<file path="src/rtl/packet_pkg.sv">
`default_nettype none
// ============================================================================
//  Module      : packet_pkg
//  Description : Shared state encoding, retry-counter width and helpers for
//                the packet retry transmitter.
//  Revision    : 1.0 - initial release
// ============================================================================
package packet_pkg;

    localparam int c_STATE_W = 3;
    localparam int c_TRIES_W = 4;

    typedef enum logic [c_STATE_W-1:0] {
        ST_IDLE = 3'd0,
        ST_SEND = 3'd1,
        ST_WAIT = 3'd2,
        ST_REDO = 3'd3,
        ST_DONE = 3'd4
    } state_t;

    function automatic logic [c_TRIES_W-1:0] f_sat_inc(input logic [c_TRIES_W-1:0] i_val);
        return (i_val == {c_TRIES_W{1'b1}}) ? i_val : i_val + 1'b1;
    endfunction

endpackage
`default_nettype wire

</file>
<file path="src/rtl/packet_retry_tx_if.sv">
`default_nettype none
// ============================================================================
//  Module      : packet_retry_tx_if
//  Description : Packet FIFO stream, link stream, far-end response and status
//                bundle for packet_retry_tx.
//  Revision    : 1.0 - initial release
// ============================================================================
interface packet_retry_tx_if
    import packet_pkg::*;
#(
    parameter int WIDTH = 8
) ();

    logic                 valid_i;
    logic                 ready_o;
    logic                 last_i;
    logic [WIDTH-1:0]     data_i;
    logic                 redo_o;
    logic                 next_o;
    logic                 valid_o;
    logic                 ready_i;
    logic                 last_o;
    logic [WIDTH-1:0]     data_o;
    logic                 ack_i;
    logic                 nak_i;
    logic                 busy_o;
    logic                 fail_o;
    logic [c_TRIES_W-1:0] tries_o;

    modport slave (
        input  valid_i, last_i, data_i, ready_i, ack_i, nak_i,
        output ready_o, redo_o, next_o, valid_o, last_o, data_o,
               busy_o, fail_o, tries_o
    );

    modport master (
        output valid_i, last_i, data_i, ready_i, ack_i, nak_i,
        input  ready_o, redo_o, next_o, valid_o, last_o, data_o,
               busy_o, fail_o, tries_o
    );

endinterface
`default_nettype wire

</file>
<file path="src/rtl/packet_retry_tx.sv">
`default_nettype none
// ============================================================================
//  Module      : packet_retry_tx
//  Description : Forwards one packet from the packet FIFO to the link, waits
//                for ack/nak and rewinds the FIFO for a resend on nak.
//                Optional ack timeout enabled by PACKET_RETRY_TIMEOUT_EN.
//  Revision    : 1.0 - initial release
// ============================================================================
module packet_retry_tx
    import packet_pkg::*;
#(
    parameter int WIDTH     = 8,
    parameter int MAX_RETRY = 3,
    parameter int TIMEOUT   = 256
) (
    input wire               clock,
    input wire               reset,
    packet_retry_tx_if.slave bus
);

    if (WIDTH < 1 || MAX_RETRY < 1 || MAX_RETRY > 15 || TIMEOUT < 1) begin : g_bad_params
        $error("packet_retry_tx: illegal parameter value");
    end

    state_t               r_state;
    logic [c_TRIES_W-1:0] r_tries;
    logic                 r_redo;
    logic                 r_next;
    logic                 r_fail;
    logic                 r_busy;

    logic                 w_send;
    logic                 w_timeout;
    logic                 w_retry;
    logic [WIDTH-1:0]     w_data;

`ifdef PACKET_RETRY_TIMEOUT_EN
    localparam int c_TMR_W = $clog2(TIMEOUT + 1);

    logic [c_TMR_W-1:0] r_timer;

    // Runs only while waiting; any exit from WAIT restarts it from zero.
    always_ff @(posedge clock) begin
        if (reset || (r_state != ST_WAIT)) begin
            r_timer <= '0;
        end else begin
            r_timer <= r_timer + 1'b1;
        end
    end

    assign w_timeout = (r_state == ST_WAIT) && (r_timer == c_TMR_W'(TIMEOUT - 1));
`else
    assign w_timeout = 1'b0;
`endif

    assign w_retry = bus.nak_i | w_timeout;

    always_ff @(posedge clock) begin
        if (reset) begin
            r_state <= ST_IDLE;
            r_tries <= '0;
            r_redo  <= 1'b0;
            r_next  <= 1'b0;
            r_fail  <= 1'b0;
            r_busy  <= 1'b0;
        end else begin
            r_redo <= 1'b0;
            r_next <= 1'b0;
            r_fail <= 1'b0;
            case (r_state)
                ST_IDLE: begin
                    if (bus.valid_i) begin
                        r_state <= ST_SEND;
                        r_busy  <= 1'b1;
                    end
                end
                ST_SEND: begin
                    if (bus.valid_i && bus.ready_i && bus.last_i) begin
                        r_state <= ST_WAIT;
                    end
                end
                ST_WAIT: begin
                    // ack has priority over nak/timeout
                    if (bus.ack_i) begin
                        r_state <= ST_DONE;
                        r_next  <= 1'b1;
                        r_tries <= '0;
                    end else if (w_retry) begin
                        if (r_tries < c_TRIES_W'(MAX_RETRY)) begin
                            r_state <= ST_REDO;
                            r_redo  <= 1'b1;
                            r_tries <= f_sat_inc(r_tries);
                        end else begin
                            r_state <= ST_DONE;
                            r_next  <= 1'b1;
                            r_fail  <= 1'b1;
                            r_tries <= '0;
                        end
                    end
                end
                ST_REDO: begin
                    r_state <= ST_SEND;
                end
                ST_DONE: begin
                    r_state <= ST_IDLE;
                    r_busy  <= 1'b0;
                end
                default: begin
                    r_state <= ST_IDLE;
                    r_busy  <= 1'b0;
                end
            endcase
        end
    end

    // Reset gates every output so nothing leaks while reset is held.
    assign w_send      = (r_state == ST_SEND) && !reset;
    assign w_data      = bus.data_i;

    assign bus.valid_o = w_send & bus.valid_i;
    assign bus.ready_o = w_send & bus.ready_i;
    assign bus.last_o  = w_send & bus.last_i;
    assign bus.data_o  = w_send ? w_data : '0;

    assign bus.redo_o  = r_redo & ~reset;
    assign bus.next_o  = r_next & ~reset;
    assign bus.fail_o  = r_fail & ~reset;
    assign bus.busy_o  = r_busy & ~reset;
    assign bus.tries_o = reset ? '0 : r_tries;

endmodule
`default_nettype wire

</file>
<file path="src/flat_wrapper.sv">
// flat-port wrapper written by rule: the top's interface ports become plain ports
module packet_retry_tx_flat import packet_pkg::*;
#(
    parameter int WIDTH     = 8,
    parameter int MAX_RETRY = 3,
    parameter int TIMEOUT   = 256
)
  (clock, reset, bus_valid_i, bus_last_i, bus_data_i, bus_ready_i, bus_ack_i, bus_nak_i, bus_ready_o, bus_redo_o, bus_next_o, bus_valid_o, bus_last_o, bus_data_o, bus_busy_o, bus_fail_o, bus_tries_o);
  packet_retry_tx_if #(.WIDTH(WIDTH)) bus_i ();
  input wire clock;
  input wire reset;
  input wire logic [$bits(bus_i.valid_i)-1:0] bus_valid_i;
  input wire logic [$bits(bus_i.last_i)-1:0] bus_last_i;
  input wire logic [$bits(bus_i.data_i)-1:0] bus_data_i;
  input wire logic [$bits(bus_i.ready_i)-1:0] bus_ready_i;
  input wire logic [$bits(bus_i.ack_i)-1:0] bus_ack_i;
  input wire logic [$bits(bus_i.nak_i)-1:0] bus_nak_i;
  output wire logic [$bits(bus_i.ready_o)-1:0] bus_ready_o;
  output wire logic [$bits(bus_i.redo_o)-1:0] bus_redo_o;
  output wire logic [$bits(bus_i.next_o)-1:0] bus_next_o;
  output wire logic [$bits(bus_i.valid_o)-1:0] bus_valid_o;
  output wire logic [$bits(bus_i.last_o)-1:0] bus_last_o;
  output wire logic [$bits(bus_i.data_o)-1:0] bus_data_o;
  output wire logic [$bits(bus_i.busy_o)-1:0] bus_busy_o;
  output wire logic [$bits(bus_i.fail_o)-1:0] bus_fail_o;
  output wire logic [$bits(bus_i.tries_o)-1:0] bus_tries_o;
  assign bus_i.valid_i = bus_valid_i;
  assign bus_i.last_i = bus_last_i;
  assign bus_i.data_i = bus_data_i;
  assign bus_i.ready_i = bus_ready_i;
  assign bus_i.ack_i = bus_ack_i;
  assign bus_i.nak_i = bus_nak_i;
  assign bus_ready_o = bus_i.ready_o;
  assign bus_redo_o = bus_i.redo_o;
  assign bus_next_o = bus_i.next_o;
  assign bus_valid_o = bus_i.valid_o;
  assign bus_last_o = bus_i.last_o;
  assign bus_data_o = bus_i.data_o;
  assign bus_busy_o = bus_i.busy_o;
  assign bus_fail_o = bus_i.fail_o;
  assign bus_tries_o = bus_i.tries_o;
  packet_retry_tx #(.WIDTH(WIDTH), .MAX_RETRY(MAX_RETRY), .TIMEOUT(TIMEOUT)) u_core (.clock(clock), .reset(reset), .bus(bus_i));
endmodule
</file>
<file path="config.mk">
export PLATFORM = sky130hd
export DESIGN_NAME = packet_retry_tx_flat
export DESIGN_NICKNAME = d
export VERILOG_FILES = /design/src/rtl/packet_pkg.sv /design/src/rtl/packet_retry_tx_if.sv /design/src/rtl/packet_retry_tx.sv /design/src/flat_wrapper.sv
export SDC_FILE = /design/constraint.sdc
export NUM_CORES = 1
export LEC_CHECK = 0
export ABC_CLOCK_PERIOD_IN_PS = 1700
export BUFFER_PORTS_ARGS = -buffer_cell sky130_fd_sc_hd__buf_4
export CORE_MARGIN = 4
export CORE_UTILIZATION = 41
export DETAILED_ROUTE_END_ITERATION = 10
export MAX_ROUTING_LAYER = met4
export PLACE_DENSITY = 0.76
export SYNTH_ARGS = -nofsm -noshare
export SYNTH_HDL_FRONTEND = slang
export SYNTH_SLANG_ARGS = --single-unit
</file>
<file path="constraint.sdc">
create_clock -name clock -period 1.7 [get_ports clock]
set_clock_uncertainty 0.2 [all_clocks]
set_input_delay 0.085 -clock clock [delete_from_list [all_inputs] [get_ports clock]]
set_output_delay 0.085 -clock clock [all_outputs]
set_load 0.01 [all_outputs]
</file>
* Word-level counts from Yosys, hierarchy flattened
Index checks and enable logic that the tools add are counted.
Operators by class: add/sub/neg operators 1, order comparisons 1, equality and inequality tests 8, multiplexer cells 18, bitwise operators 11, reduce and logical (&&, ||, !) cells 13
Operator list (count):
- $mux 4 | 5
- $mux 3 | 5
- $pmux 3 s4 | 1
- $mux 8 | 1
- $and 1x1->1 | 7
- $eq 3x2->1 const B | 2
- $ne 3x3->1 const B | 2
- $reduce_and 3->1 | 2
- $reduce_or 3->1 | 2
- $mux 1 | 5
- $add 4x1->4 const B | 1
- $eq 4x4->1 const B | 1
- $lt 4x2->1 const B | 1
- $not 1->1 | 4
- $reduce_or 4->1 | 1
- $eq 3x1->1 const B | 1
- $logic_and 1x1->1 | 3
- $logic_not 3->1 | 1
- $ne 2x1->1 const B | 1
- $ne 2x2->1 const B | 1
- $pmux 1 s2 | 1
- $reduce_and 2->1 | 1
- $reduce_bool 2->1 | 1
- $reduce_or 2->1 | 1
- $logic_not 1->1 | 1
Word-level totals: register bits 11, input bits 15, output and inout port bits 19

* Longest topological paths before layout
Gate-level depths: netlist of the first run.
word-level depth 5, depth in mapped cells 4

* Worst setup path after synthesis of the first run
Ideal clock, no wire load.
path type register to register, from register u_core.r_tries[0], to register u_core.r_tries[1], library setup time 0.059 ns, arrival 1.235 ns, data required time 1.441 ns, slack 0.207 ns, cell stages (with the launch flop) 5, clock period less this slack 1.493 ns, cells stage by stage dfxtp_1 -> ha_1 -> or4_4 -> nor3b_2 -> mux2_2
Between the ends: cells in the longest elaborated chain, start to end 5, elaborated cells between the ends (all ways) 9, those cells by class add/sub (1); order compare (1); eq/ne (2); mux (4); reduce/logical (1)
RTL lines:
- from (decl) | line packet_retry_tx.sv:26 | logic [c_TRIES_W-1:0] r_tries;
- from (signal assigned) | line packet_retry_tx.sv:92 | r_tries <= f_sat_inc(r_tries);
- $add 4x1->4 | line packet_pkg.sv:22 | return (i_val == {c_TRIES_W{1'b1}}) ? i_val : i_val + 1'b1;
- $mux 4 | line packet_pkg.sv:22
- $mux 4 | line packet_retry_tx.sv:89 | if (r_tries < c_TRIES_W'(MAX_RETRY)) begin
- $mux 4 | line packet_retry_tx.sv:88 | end else if (w_retry) begin
- $mux 4 | line packet_retry_tx.sv:84 | if (bus.ack_i) begin
Several ways; a longest one is shown, not always the timed one. The select of a mux whose other input is x is not followed. A chain may end at the register's enable or synchronous reset.

* Worst setup path in the final report of the first run
from register u_core.r_state[1], to output port bus_ready_o
Between the ends: cells in the longest elaborated chain, start to end 3
RTL lines:
- from (decl) | line packet_retry_tx.sv:25 | state_t r_state;
- from (signal assigned) | line packet_retry_tx.sv:60 | r_state <= ST_IDLE;
- from (signal assigned) | line packet_retry_tx.sv:73 | r_state <= ST_SEND;
- from (signal assigned) | line packet_retry_tx.sv:79 | r_state <= ST_WAIT;
- $eq 3x1->1 | line packet_retry_tx.sv:117 | assign w_send = (r_state == ST_SEND) && !reset;
- $logic_and 1x1->1 | line packet_retry_tx.sv:117
- $and 1x1->1 | line packet_retry_tx.sv:121 | assign bus.ready_o = w_send & bus.ready_i;
- to (decl) | line flat_wrapper.sv:18 | output wire logic [$bits(bus_i.ready_o)-1:0] bus_ready_o;
No other way between the ends.

==> results.yml, run 1 <==
run_status:
  status: "complete, no violations"
worst_hold_path:
  hp-class: "in2reg"
  holdPathStages: 3
grt:
  grt_pass1_wl_mm: 2.59
  antenna_found_initial: 0
  grt_pass1_vias: 569
  overflow: 0
  grt_usage: 0.190
  grt_max_degree: 14
finish:
  fill_cells: 99
  antenna_cells: 0
  synthToLayoutAreaGrowth_pct: 67.8
  finalInstanceArea_um2: 960
  drive_gt1_frac: 0.490
  layout.nets: 121
worst_setup_path:
  arrival_ns: 1.34
  path_cells: "nor4b_4, buf_4, and2_1, buf_4"
  crit_path_start_kind: "register"
  cpMaxStageDelayCell: "dfxtp_4"
  max_stage_delay_ns: 0.36
  worstSetupPathType: "reg2out"
  critPathMaxFanout: 6
  reg2reg_depth: 4
  path_common_cell: "buf_4"
  worstSetupEndpointType: "output pin"
  required_ns: 1.41
floorplan:
  core_area_mm2: 0.00130
  rows: 13
  fp.dieW_um: 45.3
  initial_core_util: 0.439
  chipHeight_um: 45.3
  io_pins: 34
  dieArea_mm2: 0.00206
routing:
  wire_per_inst_um: 14.0
  drc: 0
  first_pass_iters: 4
  wl_mm: 1.66
  vias: 615
  drt_iter0_markers: 7
  ant_nets: 0
  via_per_inst: 5.17
sta:
  max_freq_mhz: 617
  timing.final.max_slew_violations: 0
  hold_viol: 0
  tightest_slew_ns: 0.379
  relSlewSlack: 0.746
  rsz0062_at_grt: "yes"
  fin_crit_ns: 1.62
  setup_ws_ns: 0.0787
  setup_viol: 0
  period_share: 0.954
yosys:
  yosys_most_used_dff: "dfxtp_1"
  synth.distinct_cells: 21
  seq_area_frac_synth: 0.385
  synthCells: 60
  ys_seq_elements: 11
  synth.most_common_cell: "nor2b_1"
  avgSynthCellArea_um2: 9.53
  synth_area_leaders: "dfxtp_1 (39%), nor2b_1 (13%), and2_1 (12%), nor3_1 (4.4%), nor4b_4 (4.2%)"
  synth_edf_count: 0
  synth_warnings: 0
  synth_common_cells: "nor2b_1 (12), and2_1 (11), dfxtp_1 (11), nor3_1 (5), nor2_1 (4)"
  synth_top_area_share: 0.385
  async_flop_share: 0
  netlist_area_um2: 572
  yosys.area.top_type: "dfxtp_1"
  synthesis.nets: 76
pwr:
  irDropWorstVdd_uv: 271
  total_power_uw: 562
  p_leak_uw: 0.000447
  power_density_mw_per_mm2: 585
clock_tree:
  cts_sinks: 11
  cts_buffers: 3
  clkTransAtPathRegs_ns: 0.07
  clk_latency_ns: 0.27
  cts_tree: "done"
  cts-root-buf: "clkbuf_4"
  cts_buffer_depth: 2
  htreeDepth: 1
placement:
  io_buffer_count: 33
  dp_slack_ns: 0.159
  place_congestion: 0.695
  post-dp-hpwl_mm: 1.12
  dpl-instance-area_um2: 845
run:
  maxCapViolCount: 0
[layout by cell type, fill, tap and decap left out, types with 2 or more instances in the layout]
cell | Yosys | final
clkbuf_4 | 0 | 3
buf_4 | 0 | 36
nor3_1 | 5 | 5
dfxtp_4 | 0 | 2
dfxtp_1 | 11 | 8
nor2_1 | 4 | 4
nor2b_1 | 12 | 12
dlygate4sd3_1 | 0 | 5
mux2_2 | 2 | 2
nor4b_4 | 1 | 2
and2_1 | 11 | 10
[flip-flops by register name, indices dropped and copies added (netlist names)]
signal / count
u_core.r_next: 1
u_core.r_state: 3
u_core.r_tries: 4
u_core.r_fail: 1
u_core.r_redo: 1
u_core.r_busy: 1
[area by class of cell]
| cell class | count | area [µm²] | area share |
|---|---|---|---|
| Clock buffer | 4 | 26.3 | 0.0274 |
| Multi-Input combinational cell | 47 | 360 | 0.375 |
| Sequential cell | 11 | 229 | 0.239 |
| Tap cell | 15 | 18.8 | 0.0196 |
| Timing Repair Buffer | 42 | 325 | 0.339 |
[repair_timing]
action / 4_1_cts / 5_1_grt
resized for setup: 3 / 6
endpoints found under the hold margin: 4 / 0
hold buffers: 5 / 0
endpoints found under the setup margin: 11 / 11
cloned: 1 / 0
buffers inserted: 0 / 1
pin swaps: 1 / 1
[path summary, 6_finish.rpt]
path / slack, ns / end / startpoint
setup / recovery: 0.08 / bus_ready_o / u_core.r_state[1]
hold / removal: 0.03 / u_core.r_tries[3] / reset
setup reg to reg: 0.13 / u_core.r_tries[0] / u_core.r_tries[0]
hold reg to reg: 0.26 / u_core.r_busy / u_core.r_busy
[worst max-delay path, delay by kind of cell, from the launching register on]
kind / cells / cell delay (ns)
buffers and inverters: 2 / 0.29
and+or+nand+nor: 2 / 0.41
DFF: 1 / 0.36
[cells by family (layout without fill, tap and decap cells)]
| family | count (synthesis) | count (layout) | share of synthesized area |
|---|---|---|---|
| muxes | 2 | 2 | 0.0394 |
| adders and majority gates | 1 | 1 | 0.0219 |
| AOI/OAI and AO/OA | 3 | 3 | 0.0460 |
| DFF | 11 | 11 | 0.385 |
| buffers and inverters | 2 | 46 | 0.0153 |
| and+or+nand+nor | 41 | 41 | 0.492 |
[per-stage QoR]
step,hold WS (ns),util,std cells,TNS [ns]
after floorplan,-0.0357,-,60,0
after global placement,0.0979,0.649,108,0
after detailed placement,0.0956,0.649,108,0
after CTS,0.0188,0.717,118,0
after global routing,0.0416,0.738,119,-0.0369
final,0.0285,0.738,119,0
[where the power goes]
part	internal, µW	switching [µW]	leakage, µW
clock network	91.0	95.8	0.0000150
registers	261	6.02	0.0000910
logic	66.0	41.8	0.000341
total	418	144	0.000447
[per-layer routing]
metal	up-vias	part of all wire	global-route usage
met5	-	0	-
li1	299	-	-
met1	299	0.39	0.198
met2	15	0.55	0.322
met3	2	0.049	0.0598
met4	0	0.0066	0.0877
Note: power is estimated with default switching activity, not from simulation.
==> inputs of run 2 (changes only) <==
Settings changed: ABC_CLOCK_PERIOD_IN_PS 1700 to 1500, PLACE_DENSITY 0.76 to 0.82.
Clock period 1.7 ns to 1.5 ns, I/O delays scaled along.
==> results.yml, run 2 (synthesis gave the netlist of run 1 again) <==
run_status:
  status: "complete, but fails checks"
  violations: "negative hold slack, negative setup slack"
clock_tree:
  cts-root-buf: "clkbuf_4"
  cts_tree: "done"
  cts_buffer_depth: 2
  cts_buffers: 3
  clkTransAtPathRegs_ns: 0.08
  clk_latency_ns: 0.27
  cts_sinks: 11
  htreeDepth: 1
pwr:
  swShare: 0.265
  irDropWorstVdd_uv: 391
  seqPwrFrac: 0.443
  combinationalPowerShare: 0.247
  p_switching_uw: 179
  power_density_mw_per_mm2: 586
  p_clk_frac: 0.310
  p_leak_uw: 0.000527
  intPower_uw: 497
routing:
  wire_per_inst_um: 19.8
  drt_iter0_markers: 10
  first_pass_iters: 4
  vias: 712
  ant_nets: 0
  drc: 0
  wl_mm: 2.53
  via_per_inst: 5.56
worst_hold_path:
  hp-class: "in2reg"
  holdCritStartpoint: "bus_nak_i"
  min_to: "u_core.r_next"
  holdPathStages: 3
worst_setup_path:
  reg2reg_depth: 6
  worstSetupEndpointType: "register"
  r2r-end: "u_core.r_state[1]"
  worstReg2RegStart: "u_core.r_tries[0]"
  arrival_ns: 1.64
  worstSetupPathType: "in2reg"
  critPathMaxFanout: 3
  r2r_slack_ns: -0.12
  required_ns: 1.51
  crit_path_start_kind: "input port"
sta:
  period_share: 1.09
  fin_crit_ns: 1.63
  rsz0062_at_grt: "yes"
  hold_viol: 1
  tns_ns: -1.67
  max_freq_mhz: 612
  setup_ws_ns: -0.133
  timing.final.max_slew_violations: 0
  hold_slack_ns: -0.0158
  setup_viol: 16
  tightest_slew_ns: 0.315
  relSlewSlack: 0.789
finish:
  finalInstanceArea_mm2: 0.00115
  final_cell_mix: "buf_4 (32), buf_6 (13), nor2b_1 (12), and2_4 (11)"
  final_core_util: 0.887
  layout.nets: 130
  largest_register_ff_count: 4
  antenna_cells: 0
  layout.cells.non_filler: 128
  regMostFlops: "u_core.r_tries"
  drive_gt1_frac: 0.673
  layout_commonest_cell: "buf_4"
  synthToLayoutAreaGrowth_pct: 102
  top_regs: "u_core.r_tries x4, u_core.r_state x3"
placement:
  dpl-instance-area_um2: 867
  place_congestion: 0.780
  dp_cells: 111
  dp_slack_ns: -0.0814
  io_buffer_count: 33
  post-dp-hpwl_mm: 1.24
grt:
  antenna_found_initial: 0
  grt_pass1_wl_mm: 3.26
  grt_max_degree: 14
  grt_pass1_vias: 667
  grt_usage: 0.235
  overflow: 0
floorplan:
  initial_core_util: 0.439
  chipHeight_um: 45.3
  fp.dieW_um: 45.3
  core_area_mm2: 0.00130
  rows: 13
  io_pins: 34
  dieArea_mm2: 0.00206
run:
  maxCapViolCount: 0
-- run 2: cell types whose count changed in the layout (fill, tap and decap cells not counted), sizes merged --
cell and delta:
dlygate4sd3 +1, buf +8
-- run 2: layout make-up --
| type | instances | area, µm² |
|---|---|---|
| multi-input cells | 47 | 428 |
| flip-flops and latches | 11 | 234 |
| clock buffers | 4 | 26.3 |
| well taps | 15 | 18.8 |
| repair buffers | 51 | 447 |
| fillers | 66 | 148 |
-- run 2: power by group through the flow --
stage | logic [µW] | registers, µW | clock network (µW)
after floorplan | 45.4 | 309 | 0
after global placement | 107 | 309 | 0
after detailed placement | 109 | 310 | 0
after CTS | 141 | 302 | 215
after global routing | 176 | 300 | 230
final | 167 | 299 | 209
-- run 2: worst max-delay path by stage --
stage | start | to
after floorplan | u_core.r_tries[0] | u_core.r_tries[1]
after global placement | u_core.r_tries[0] | u_core.r_tries[1]
after detailed placement | u_core.r_tries[0] | u_core.r_tries[1]
after CTS | u_core.r_state[2] | bus_data_o[5]
after global routing | u_core.r_state[1] | bus_data_o[5]
final | bus_ack_i | u_core.r_tries[1]
-- run 2: critical path, cell delays in order --
cell and delay (ns):
buf_4 0.13, dlygate4sd3_1 0.58, or4_4 0.53, nor3b_2 0.17, mux2_2 0.15
-- run 2: metrics by stage --
stage	total power, µW	hold WS [ns]
global placement	415	0.0846
detailed placement	418	0.0854
finish	676	-0.0158
global route	705	-0.00166
CTS	658	-0.192
floorplan	354	-0.0457
-- run 2: repair_timing --
item                       4_1_cts  5_1_grt
hold buffers                     5        2
hold endpoints to repair         5        2
gates resized for setup         29       15
setup buffers                    3        3
gates cloned                     1        0
pin swaps                       13       10
setup endpoints to repair       13       18
-- run 2: metal layers --
metal,vias up,part of all wire,GRT usage
li1,322,-,-
met1,333,0.39,0.279
met2,38,0.51,0.370
met3,19,0.056,0.0478
met4,0,0.052,0.123
met5,-,0,-
==> inputs of run 3 (changes only) <==
Settings changed: SKIP_CTS_REPAIR_TIMING set to 1.
==> results.yml, run 3 (synthesis gave the netlist of run 1 again) <==
run_status:
  status: "complete, but fails checks"
  violations: "negative hold slack, negative setup slack"
routing:
  wire_per_inst_um: 16.1
  vias: 645
  drc: 0
  drt_iter0_markers: 21
  wl_mm: 1.98
  first_pass_iters: 4
  ant_nets: 0
  via_per_inst: 5.24
sta:
  relSlewSlack: 0.758
  period_share: 1.09
  rsz0062_at_grt: "yes"
  hold_slack_ns: -0.000945
  fin_crit_ns: 1.64
  tns_ns: -1.29
  setup_viol: 13
  timing.final.max_slew_violations: 0
  hold_viol: 1
  setup_ws_ns: -0.141
  tightest_slew_ns: 0.362
  max_freq_mhz: 610
finish:
  regMostFlops: "u_core.r_tries"
  layout.cells.non_filler: 123
  synthToLayoutAreaGrowth_pct: 90.2
  largest_register_ff_count: 4
  antenna_cells: 0
  fill_cells: 79
  drive_gt1_frac: 0.630
  layout.nets: 125
  top_regs: "u_core.r_tries x4, u_core.r_state x3"
  final_cell_mix: "buf_4 (30), nor2b_1 (12), and2_4 (11), buf_6 (11), dfxtp_1 (7)"
  layout_commonest_cell: "buf_4"
  regArea_um2: 228
  multi_input_area_um2: 415
floorplan:
  dieArea_mm2: 0.00206
  rows: 13
  core_area_mm2: 0.00130
  chipHeight_um: 45.3
  fp.dieW_um: 45.3
  io_pins: 34
  initial_core_util: 0.439
grt:
  antenna_found_initial: 0
  grt_max_degree: 14
  grt_usage: 0.186
  grt_pass1_vias: 574
  overflow: 0
  grt_pass1_wl_mm: 2.54
worst_hold_path:
  hp-class: "in2reg"
worst_setup_path:
  arrival_ns: 1.66
  crit_path_start_kind: "input port"
  worstSetupPathType: "in2reg"
  worstSetupEndpointType: "register"
  required_ns: 1.52
  r2r_slack_ns: -0.06
  critPathMaxFanout: 3
placement:
  dp_slack_ns: -0.0814
  dp_cells: 111
  post-dp-hpwl_mm: 1.24
  place_congestion: 0.780
  io_buffer_count: 33
clock_tree:
  cts_buffers: 3
  clk_latency_ns: 0.28
  cts-root-buf: "clkbuf_4"
  clkTransAtPathRegs_ns: 0.08
  cts_buffer_depth: 2
  htreeDepth: 1
  cts_tree: "done"
  cts_sinks: 11
run:
  maxCapViolCount: 0
pwr:
  p_leak_uw: 0.000496
  power_density_mw_per_mm2: 613
  irDropWorstVdd_uv: 408
==> run 3: cell types whose count changed in the layout (fill, tap and decap cells not counted), sizes merged <==
cell         delta
buf             -4
dlygate4sd3     -1
==> run 3: metrics by stage <==
| stage | power (µW) | utilization | instance area [µm²] | hold WS, ns |
|---|---|---|---|---|
| floorplan | 354 | - | 572 | -0.0457 |
| CTS | 626 | 0.687 | 893 | -0.203 |
| global placement | 415 | 0.666 | 867 | 0.0846 |
| detailed placement | 418 | 0.666 | 867 | 0.0854 |
| global route | 693 | 0.836 | 1090 | 0.0290 |
| finish | 666 | 0.836 | 1090 | -0.000945 |
==> run 3: report_power, final <==
group          internal, µW  switching (µW)
clock network           103             109
logic                  94.6            58.1
registers               296            5.81
total                   494             172
==> run 3: worst paths after layout <==
kind,start,endpoint,cells after the start
max,bus_ack_i,u_core.r_tries[1],5
min,bus_nak_i,u_core.r_next,3
max reg2reg,u_core.r_tries[1],u_core.r_tries[1],4
min reg2reg,u_core.r_busy,u_core.r_busy,1
==> run 3: per-layer routing <==
layer | share of wire | vias up | GRT usage
li1 | - | 307 | -
met1 | 0.42 | 300 | 0.202
met3 | 0.061 | 10 | 0.0518
met5 | 0 | - | -
met4 | 0.040 | 0 | 0.123
met2 | 0.48 | 28 | 0.291
==> run 3: critical path, stage by stage <==
cell           delay (ns)
buf_4                0.13
dlygate4sd3_1        0.60
or4_4                0.53
nor3b_2              0.17
mux2_2               0.16
==> run 3: layout make-up <==
type	count	area share
multi-input cells	47	0.382
repair buffers	46	0.367
flip-flops and latches	11	0.209
clock buffers	4	0.0242
well taps	15	0.0173
